## config.mk

```make
export PLATFORM = sky130hd
export DESIGN_NAME = ioctl_upload_server_flat
export DESIGN_NICKNAME = d
export VERILOG_FILES = /design/src/rtl/ioctl_upload_server_if.sv /design/src/rtl/ioctl_upload_server.sv /design/src/flat_wrapper.sv
export SDC_FILE = /design/constraint.sdc
export NUM_CORES = 1
export LEC_CHECK = 0
export BUFFER_PORTS_ARGS = -buffer_cell sky130_fd_sc_hd__buf_4
export CORE_MARGIN = 1
export CORE_UTILIZATION = 45
export CTS_CLUSTER_DIAMETER = 30
export DETAILED_ROUTE_END_ITERATION = 16
export PLACE_DENSITY = 0.77
export SYNTH_ARGS = -nofsm -noshare
export SYNTH_HDL_FRONTEND = slang
export SYNTH_SLANG_ARGS = --single-unit
```

## constraint.sdc

```tcl
create_clock -name clk_sys -period 2.13 [get_ports clk_sys]
set_clock_uncertainty 0.05 [all_clocks]
set_input_delay 0.1065 -clock clk_sys [delete_from_list [all_inputs] [get_ports clk_sys]]
set_output_delay 0.1065 -clock clk_sys [all_outputs]
set_load 0.05 [all_outputs]
```

## src/rtl/ioctl_upload_server_if.sv

```systemverilog
// Upload-direction ioctl bus from hps_io plus the read port into the core-owned byte RAM.
// The slave modport is the server's view; the master modport is the hps_io/core side.
interface ioctl_upload_server_if #(
  parameter int unsigned AW = 12
) ();
  logic          ioctl_upload;
  logic [7:0]    ioctl_index;
  logic          ioctl_rd;
  logic [24:0]   ioctl_addr;
  logic [7:0]    ioctl_din;
  logic          ioctl_wait;
  logic          ram_req;
  logic          ram_gnt;
  logic [AW-1:0] ram_addr;
  logic [7:0]    ram_q;

  modport slave (
    input  ioctl_upload,
    input  ioctl_index,
    input  ioctl_rd,
    input  ioctl_addr,
    output ioctl_din,
    output ioctl_wait,
    output ram_req,
    output ram_addr,
    input  ram_gnt,
    input  ram_q
  );

  modport master (
    output ioctl_upload,
    output ioctl_index,
    output ioctl_rd,
    output ioctl_addr,
    input  ioctl_din,
    input  ioctl_wait,
    input  ram_req,
    input  ram_addr,
    output ram_gnt,
    output ram_q
  );
endinterface

```

## src/rtl/ioctl_upload_server.sv

```systemverilog
// Serves hps_io upload read requests from a core byte RAM, holding ioctl_wait until the byte
// is valid. Out-of-range addresses are answered with FILL without touching the RAM.
module ioctl_upload_server #(
  parameter logic [7:0]  INDEX  = 8'd4,
  parameter int unsigned AW     = 12,
  parameter int unsigned SIZE   = 4096,
  parameter int unsigned RD_LAT = 1,
  parameter logic [7:0]  FILL   = 8'hFF
) (
  input  logic                  clk_sys,
  input  logic                  reset_n,
  ioctl_upload_server_if.slave  bus,
  output logic                  pause_req,
  output logic                  upload_done,
  output logic                  proto_err
);

  localparam logic [24:0] ADDR_LIMIT = 25'(SIZE);
  localparam logic [2:0]  CNT_INIT   = 3'(RD_LAT - 1);

  typedef enum logic [1:0] {StIdle, StReq, StWait, StFill} state_e;

  state_e     state;
  logic [2:0] cnt;
  logic       sel;

  assign sel = bus.ioctl_upload && (bus.ioctl_index == INDEX);

  always_ff @(posedge clk_sys or negedge reset_n) begin
    if (!reset_n) begin
      state          <= StIdle;
      cnt            <= 3'd0;
      pause_req      <= 1'b0;
      upload_done    <= 1'b0;
      proto_err      <= 1'b0;
      bus.ioctl_din  <= 8'h00;
      bus.ioctl_wait <= 1'b0;
      bus.ram_req    <= 1'b0;
      bus.ram_addr   <= '0;
    end else begin
      pause_req   <= sel;
      upload_done <= pause_req && !sel;

      // A strobe while busy is dropped; the in-flight request still finishes.
      if (bus.ioctl_rd && (state != StIdle)) begin
        proto_err <= 1'b1;
      end

      if (!sel && (state != StIdle)) begin
        // Upload went away mid-request: abandon it, keep the last returned byte.
        state          <= StIdle;
        bus.ram_req    <= 1'b0;
        bus.ioctl_wait <= 1'b0;
      end else begin
        unique case (state)
          StIdle: begin
            if (bus.ioctl_rd && sel) begin
              bus.ioctl_wait <= 1'b1;
              if (bus.ioctl_addr >= ADDR_LIMIT) begin
                state <= StFill;
              end else begin
                state        <= StReq;
                bus.ram_req  <= 1'b1;
                bus.ram_addr <= bus.ioctl_addr[AW-1:0];
              end
            end
          end
          StReq: begin
            if (bus.ram_gnt) begin
              bus.ram_req <= 1'b0;
              cnt         <= CNT_INIT;
              state       <= StWait;
            end
          end
          StWait: begin
            if (cnt == 3'd0) begin
              bus.ioctl_din  <= bus.ram_q;
              bus.ioctl_wait <= 1'b0;
              state          <= StIdle;
            end else begin
              cnt <= cnt - 3'd1;
            end
          end
          StFill: begin
            bus.ioctl_din  <= FILL;
            bus.ioctl_wait <= 1'b0;
            state          <= StIdle;
          end
          default: state <= StIdle;
        endcase
      end
    end
  end

endmodule

```

## src/flat_wrapper.sv

```systemverilog
// flat-port wrapper written by rule: the top's interface ports become plain ports
module ioctl_upload_server_flat 
#(
  parameter logic [7:0]  INDEX  = 8'd4,
  parameter int unsigned AW     = 12,
  parameter int unsigned SIZE   = 4096,
  parameter int unsigned RD_LAT = 1,
  parameter logic [7:0]  FILL   = 8'hFF
)
  (clk_sys, reset_n, pause_req, upload_done, proto_err, bus_ioctl_upload, bus_ioctl_index, bus_ioctl_rd, bus_ioctl_addr, bus_ioctl_din, bus_ioctl_wait, bus_ram_req, bus_ram_addr, bus_ram_gnt, bus_ram_q);
  ioctl_upload_server_if #(.AW(AW)) bus_i ();
  input  logic clk_sys;
  input  logic reset_n;
  output logic pause_req;
  output logic upload_done;
  output logic proto_err;
  input wire logic [$bits(bus_i.ioctl_upload)-1:0] bus_ioctl_upload;
  input wire logic [$bits(bus_i.ioctl_index)-1:0] bus_ioctl_index;
  input wire logic [$bits(bus_i.ioctl_rd)-1:0] bus_ioctl_rd;
  input wire logic [$bits(bus_i.ioctl_addr)-1:0] bus_ioctl_addr;
  output wire logic [$bits(bus_i.ioctl_din)-1:0] bus_ioctl_din;
  output wire logic [$bits(bus_i.ioctl_wait)-1:0] bus_ioctl_wait;
  output wire logic [$bits(bus_i.ram_req)-1:0] bus_ram_req;
  output wire logic [$bits(bus_i.ram_addr)-1:0] bus_ram_addr;
  input wire logic [$bits(bus_i.ram_gnt)-1:0] bus_ram_gnt;
  input wire logic [$bits(bus_i.ram_q)-1:0] bus_ram_q;
  assign bus_i.ioctl_upload = bus_ioctl_upload;
  assign bus_i.ioctl_index = bus_ioctl_index;
  assign bus_i.ioctl_rd = bus_ioctl_rd;
  assign bus_i.ioctl_addr = bus_ioctl_addr;
  assign bus_ioctl_din = bus_i.ioctl_din;
  assign bus_ioctl_wait = bus_i.ioctl_wait;
  assign bus_ram_req = bus_i.ram_req;
  assign bus_ram_addr = bus_i.ram_addr;
  assign bus_i.ram_gnt = bus_ram_gnt;
  assign bus_i.ram_q = bus_ram_q;
  ioctl_upload_server #(.INDEX(INDEX), .AW(AW), .SIZE(SIZE), .RD_LAT(RD_LAT), .FILL(FILL)) u_core (.clk_sys(clk_sys), .reset_n(reset_n), .bus(bus_i), .pause_req(pause_req), .upload_done(upload_done), .proto_err(proto_err));
endmodule
```

Word level (Yosys, flattened, before mapping)

Cells that the tools add are included.

Register bits after elaboration: 30
Input port bits: 46
Output and inout bits: 25

Add/subtract/negate cells: 1
Magnitude comparators: 1
Equality and inequality tests: 11
Muxes and demuxes: 20
Bitwise operators: 2
Reductions and logical operators: 19

Operator list:

| kind                                                                     | count |
|---|---|
| 25-bit by 13-bit >= comparator with 1-bit output (second input constant) | 1 |
| 8-bit case mux with 2 select lines                                       | 1 |
| 4-bit AND reduction                                                      | 3 |
| 2-bit 2-to-1 mux                                                         | 5 |
| 3-bit AND reduction                                                      | 3 |
| 8-bit by 3-bit == test with 1-bit output (second input constant)         | 1 |
| 8-bit 2-to-1 mux                                                         | 1 |
| 2-bit case mux with 4 select lines                                       | 1 |
| 1-bit 2-to-1 mux                                                         | 7 |
| 3-bit 2-to-1 mux                                                         | 2 |
| 3-bit by 1-bit inequality test with 1-bit output (second input constant) | 2 |
| 3-bit by 2-bit inequality test with 1-bit output (second input constant) | 2 |
| 3-bit case mux with 2 select lines                                       | 1 |
| 2-bit nonzero test                                                       | 3 |
| 1-bit logical AND                                                        | 5 |
| 2-bit == test (second input constant)                                    | 2 |
| 2-bit inequality test (second input constant)                            | 2 |
| 4-bit nonzero test                                                       | 1 |
| 3-bit logical NOT                                                        | 1 |
| 1-bit case mux with 3 select lines                                       | 1 |
| 3-bit nonzero test                                                       | 1 |
| 3-bit by 1-bit subtractor with 3-bit output (second input constant)      | 1 |
| 2-bit by 1-bit == test with 1-bit output (second input constant)         | 1 |
| 2-bit logical NOT                                                        | 1 |
| other kinds (4)                                                          | 5 |

Logic depth before layout (Yosys ltp)

Word-level depth: 6
Mapped depth: 7
Gate-level depth less buffers: 6

Worst setup path before layout

No wires, ideal clock.

Kind: register -> register
Start point: reg u_core.state[0]
End point: reg u_core.bus.ram_addr[0]
Library setup time: 0.125 ns
Arrival: 1.660 ns
Data required time: 1.955 ns
Setup slack: 0.295 ns
Stages on the path, launching flop included: 8
Path buffers: 1
Clock period less this slack: 1.835 ns
Cell sequence: dfrtp_1 > inv_1 > ha_1 > nor2b_1 > and4_1 > nand3_4 > buf_6 > mux2_4

Word-level cells in the longest chain between the ends: 4
Elaborated cells between the ends (all ways): 5
Those cells by class: bitwise: 1; reduce/logical: 4

RTL lines:

| element                         | RTL line                     | RTL |
|---|---|---|
| from (decl)                     | ioctl_upload_server.sv:23    | `state_e state;` |
| from (signal assigned)          | ioctl_upload_server.sv:31    | `state <= StIdle;` |
| from (signal assigned)          | ioctl_upload_server.sv:51    | `state <= StIdle;` |
| from (signal assigned)          | ioctl_upload_server.sv:60    | `state <= StFill;` |
| 2-bit nonzero test              | ioctl_upload_server.sv:49    | `if (!sel && (state != StIdle)) begin` |
| 1-bit logical AND               | ioctl_upload_server.sv:49    |  |
| 1-bit NOT (no line)             | -                            |  |
| 4-bit AND reduction (no line) * | -                            |  |
| to (signal assigned)            | ioctl_upload_server.sv:64    | `bus.ram_addr <= bus.ioctl_addr[AW-1:0];` |
| to (decl)                       | ioctl_upload_server_if.sv:25 | `output ram_addr,` |

Mark *: on every way between the ends. The rest lies on a longest branch, timed or not.
A chain may end at the register's enable or synchronous reset.

Worst setup path in the final report

Start point: reg u_core.state[0]
End point: reg u_core.bus.ram_addr[9]

The elaborated chain is that of the path after synthesis.

==> impl_metrics.xml <==
<?xml version="1.0" encoding="UTF-8"?>
<metrics>
  <group name="outcome">
    <metric name="run_status" unit="">finished clean</metric>
  </group>
  <group name="worst_setup_path">
    <metric name="worst_setup_path_category" unit="">flop to flop</metric>
    <metric name="worst_ep_arrival_time" unit="ns">2.10</metric>
    <metric name="worstSetupEndpointType" unit="">flop</metric>
    <metric name="critical_path.reg2reg.endpoint" unit="">u_core.bus.ram_addr[9]</metric>
    <metric name="worstSetupStartpointType" unit="">flop</metric>
    <metric name="slowest_stage" unit="">dfrtp_1</metric>
    <metric name="cells_along_the_critical_path" unit="">inv_1 &gt; ha_1 &gt; nor2b_1 &gt; and4_1 &gt; nand3_4 &gt; mux2_4</metric>
    <metric name="r2r_slack" unit="ns">0.18</metric>
    <metric name="worst_ep_required_time" unit="ns">2.28</metric>
    <metric name="maximum_fanout_along_the_worst_path" unit="">12</metric>
    <metric name="worstRegToRegCells" unit="">6</metric>
    <metric name="cpPeakStageDelay" unit="ns">0.43</metric>
    <metric name="regToRegStartpoint" unit="">u_core.state[0]</metric>
  </group>
  <group name="yosys">
    <metric name="area_fraction_in_compound_gates_after_synthesis" unit="">0.1138</metric>
    <metric name="yosys.cell_types.count" unit="">41</metric>
    <metric name="synth_area" unit="µm²">1573</metric>
    <metric name="xor_xnor_cell_area_share_of_the_yosys_netlist" unit="">0</metric>
    <metric name="number_of_standard_cells_after_synthesis" unit="">131</metric>
    <metric name="post_synth_fa_ha_maj_area_fraction" unit="">0.04773</metric>
    <metric name="muxShareOfSynthArea" unit="">0.1679</metric>
    <metric name="synthSimpleGateAreaFrac" unit="">0.1329</metric>
    <metric name="synth_fp_nets" unit="">183</metric>
    <metric name="synth.yosys.seq_area_share" unit="">0.4773</metric>
    <metric name="synth.yosys.warnings" unit="">0</metric>
    <metric name="main_combinational_cell_family_by_area_after_synthesis" unit="">multiplexers</metric>
    <metric name="ff_latch_count_synth" unit="">30</metric>
    <metric name="avgSynthCellArea" unit="µm²">12.01</metric>
  </group>
  <group name="floorplanning">
    <metric name="die-height" unit="µm">61.12</metric>
    <metric name="design.die.area" unit="µm²">3736</metric>
    <metric name="fp.coreArea" unit="µm²">3337</metric>
    <metric name="i_o_pins" unit="">71</metric>
    <metric name="floorplan.initialDensity" unit="">0.4713</metric>
    <metric name="placement_rows" unit="">21</metric>
    <metric name="horiz_die_dim" unit="µm">61.12</metric>
  </group>
  <group name="clock_tree">
    <metric name="tritoncts" unit="">done</metric>
    <metric name="cts_root_buf" unit="">clkbuf_4</metric>
    <metric name="cts.path.max_buffers" unit="">2</metric>
    <metric name="source_to_sink_clock_delay_at_the_later_pin_of_the_worst_skew_pair" unit="ns">0.32</metric>
    <metric name="htree_num_levels" unit="">2</metric>
    <metric name="tritoncts.num_buffers" unit="">5</metric>
    <metric name="cts.repair.resized" unit="">0</metric>
    <metric name="cts.sink_count" unit="">30</metric>
    <metric name="cts_setup_buffers" unit="">0</metric>
    <metric name="clk_pin_slew" unit="ns">0.10</metric>
  </group>
  <group name="pwr">
    <metric name="power_density" unit="nW/µm²">986.0</metric>
    <metric name="seq_power_share" unit="">0.320</metric>
    <metric name="power.combinational.fraction" unit="">0.429</metric>
    <metric name="cellInternalPower" unit="mW">1.492</metric>
    <metric name="pwr-share-clk" unit="">0.250</metric>
    <metric name="power.switching" unit="µW">868.5</metric>
    <metric name="power.static_leakage" unit="nW">1.240</metric>
    <metric name="power.switching_fraction" unit="">0.3680</metric>
    <metric name="vdd_drop_max" unit="V">0.0006695</metric>
  </group>
  <group name="finish">
    <metric name="nNetsFinal" unit="">272</metric>
    <metric name="fillers" unit="">255</metric>
    <metric name="fraction_of_layout_instances_using_a_drive_strength_above_1" unit="">0.4480</metric>
    <metric name="antenna_cells_inserted" unit="">0</metric>
    <metric name="layout_common_cells" unit="">buf_4, dfrtp_1, inv_1</metric>
    <metric name="mostFrequentLayoutCell" unit="">buf_4</metric>
    <metric name="area_delta_synth_final" unit="%">52.19</metric>
    <metric name="layout.cell_area.non_filler" unit="µm²">2394</metric>
  </group>
  <group name="global_route">
    <metric name="antenna_found_initial" unit="">0</metric>
    <metric name="groute.usage.overall" unit="">0.2166</metric>
    <metric name="grt_start_max_net_pins" unit="">31</metric>
    <metric name="grt_overflow_total" unit="">0</metric>
    <metric name="first_pass_grt_wire_length" unit="µm">5858</metric>
    <metric name="first_global_vias" unit="">1328</metric>
  </group>
  <group name="routing">
    <metric name="detailedRoute.firstPassIterationCount" unit="">4</metric>
    <metric name="drcViolationCount" unit="">0</metric>
    <metric name="wire_per_inst" unit="µm">14.50</metric>
    <metric name="drt-vias-per-instance" unit="">5.030</metric>
    <metric name="detail_route.iter0.violations" unit="">40</metric>
    <metric name="final_antenna_net_count" unit="">0</metric>
    <metric name="drt-total-wl" unit="µm">3872</metric>
    <metric name="route.vias.total" unit="">1343</metric>
  </group>
  <group name="place">
    <metric name="buffer_ports.inserted" unit="">70</metric>
    <metric name="detailed_place.area" unit="µm²">2152</metric>
    <metric name="pre_cts_ws" unit="ns">0.2219</metric>
    <metric name="gp_congestion" unit="">0.8990</metric>
    <metric name="dp_hpwl" unit="µm">2911</metric>
  </group>
  <group name="sta">
    <metric name="final.min_clock_period" unit="ns">1.948</metric>
    <metric name="max_clock_freq" unit="MHz">513.5</metric>
    <metric name="post-route-period-util" unit="">0.9144</metric>
    <metric name="timing.max_slew.rel_slack" unit="">0.7193</metric>
    <metric name="holdWs" unit="ns">0.005158</metric>
    <metric name="final_max_slew_viol_count" unit="">0</metric>
    <metric name="setup_slack" unit="ns">0.1824</metric>
    <metric name="setup_viol" unit="">0</metric>
    <metric name="grt_setup_unrepaired" unit="">false</metric>
    <metric name="hold_viol_final" unit="">0</metric>
    <metric name="worst_slew_pin_slew" unit="ns">0.4156</metric>
    <metric name="finalSetupTns" unit="ns">0</metric>
  </group>
  <group name="min_path">
    <metric name="hold_path_end" unit="">u_core.bus.ioctl_din[7]</metric>
    <metric name="number_of_instances_on_the_worst_hold_path" unit="">3</metric>
    <metric name="holdCritPathClass" unit="">primary input to flop</metric>
    <metric name="worstHoldStart" unit="">bus_ram_q[7]</metric>
  </group>
  <group name="run">
    <metric name="cap_viol_max_count" unit="">0</metric>
  </group>
</metrics>
[cells in the mapped netlist, drive strengths merged]
| cell type | count | area (µm²) |
|---|---|---|
| a31oi | 1 | 6.260 |
| nor4 | 3 | 18.77 |
| a22o | 1 | 8.760 |
| nor2b | 5 | 31.28 |
| o2111a | 1 | 11.26 |
| o211a | 1 | 10.01 |
| o221ai | 1 | 8.760 |
| o211ai | 1 | 7.510 |
| nand2b | 2 | 12.51 |
| ha | 6 | 75.07 |
| and2b | 1 | 7.510 |
| o32ai | 2 | 17.52 |
| clkinv | 1 | 8.760 |
| and2 | 1 | 6.260 |
| clkbuf | 1 | 3.750 |
| nand3 | 2 | 35.03 |
| and4 | 1 | 8.760 |
| a21o | 2 | 15.01 |
| dfrtp | 30 | 750.7 |
| a21oi | 3 | 15.01 |
| a211o | 1 | 8.760 |
| mux2i | 8 | 80.08 |
| nand2 | 1 | 3.750 |
| o2bb2ai | 1 | 8.760 |
| o21ai | 1 | 5.000 |
| nand3b | 1 | 7.510 |
| buf | 3 | 22.52 |
| nor2 | 10 | 37.54 |
| a41oi | 2 | 17.52 |
| o22a | 1 | 8.760 |
| a211oi | 1 | 7.510 |
| inv | 16 | 60.06 |
| nor3 | 1 | 10.01 |
| a22oi | 2 | 15.01 |
| mux2 | 13 | 183.9 |
| o21bai | 1 | 7.510 |
| nand4 | 1 | 6.260 |
| nor4b | 1 | 23.77 |
[area by class of cell]
| cell class | instances | area (µm²) | area share |
|---|---|---|---|
| timing repair buffer | 86 | 678.2 | 0.2833 |
| clock buffer | 6 | 51.30 | 0.02143 |
| sequential | 30 | 750.7 | 0.3136 |
| tap | 46 | 57.56 | 0.02405 |
| multi-input combinational | 80 | 726.9 | 0.3037 |
| inverter | 17 | 68.82 | 0.02875 |
| clock inverter | 2 | 60.06 | 0.02509 |
[flip-flops by register name, summed over array words and instances (netlist names), 2 cells and up]
signal,flops
u_core.cnt,3
u_core.bus.ioctl_din,8
u_core.state,2
u_core.bus.ram_addr,12
[worst max path at each step]
| stage | start | end | slack (ns) | cells past startpoint |
|---|---|---|---|---|
| 2_1_floorplan | u_core.state[0] | u_core.bus.ram_addr[0] | 0.30 | 7 |
| 3_3_place_gp | u_core.state[0] | u_core.bus.ram_addr[8] | 0.34 | 6 |
| 3_5_place_dp | u_core.state[0] | u_core.bus.ram_addr[9] | 0.22 | 6 |
| 4_1_cts | u_core.state[0] | u_core.bus.ram_addr[9] | 0.20 | 6 |
| 5_1_grt | u_core.state[0] | u_core.bus.ram_addr[9] | 0.13 | 6 |
| 6_report | u_core.state[0] | u_core.bus.ram_addr[9] | 0.18 | 6 |
[kinds of logic after synthesis]
logic type      count (synthesis)
fa+ha+maj                       6
flops                          30
mux                            21
simple gates                   30
compound gates                 23
buf+inv                        21
[timing repair]
item                                    in CTS  in global routing
hold endpoints to repair                    42                  0
endpoints found under the setup margin       0                  0
hold buffers                                13                  0
[critical path, delay by kind of cell, from the launching register on]
kind,cells,cell delay [ns]
multiplexers,1,0.36
buffers and inverters,1,0.12
flip-flops,1,0.43
adder cells (fa/ha/maj),1,0.17
AND/OR/NAND/NOR,3,0.69
[power groups by stage]
stage	Sequential (mW)	Combinational [mW]	Clock, mW
floorplan	1.04	0.392	0
finish	0.756	1.01	0.591
global placement	0.761	0.959	0
detailed placement	0.768	0.988	0
global route	0.771	1.09	0.624
CTS	0.756	1.02	0.600
[per-layer routing]
| metal | up-vias | global-route usage | share of wire |
|---|---|---|---|
| li1 | 643 | - | - |
| met1 | 641 | 0.2574 | 0.39 |
| met2 | 52 | 0.3789 | 0.54 |
| met3 | 7 | 0.05042 | 0.054 |
| met4 | 0 | 0.08442 | 0.015 |
| met5 | - | 0 | 0 |
[through the flow]
step,cells,utilization,power [mW]
CTS,267,0.7173,2.374
global route,267,0.7173,2.489
floorplan,131,-,1.430
detailed placement,246,0.6449,1.756
global placement,246,0.6449,1.720
finish,267,0.7173,2.360
Note: power is estimated with default switching activity, not from simulation.
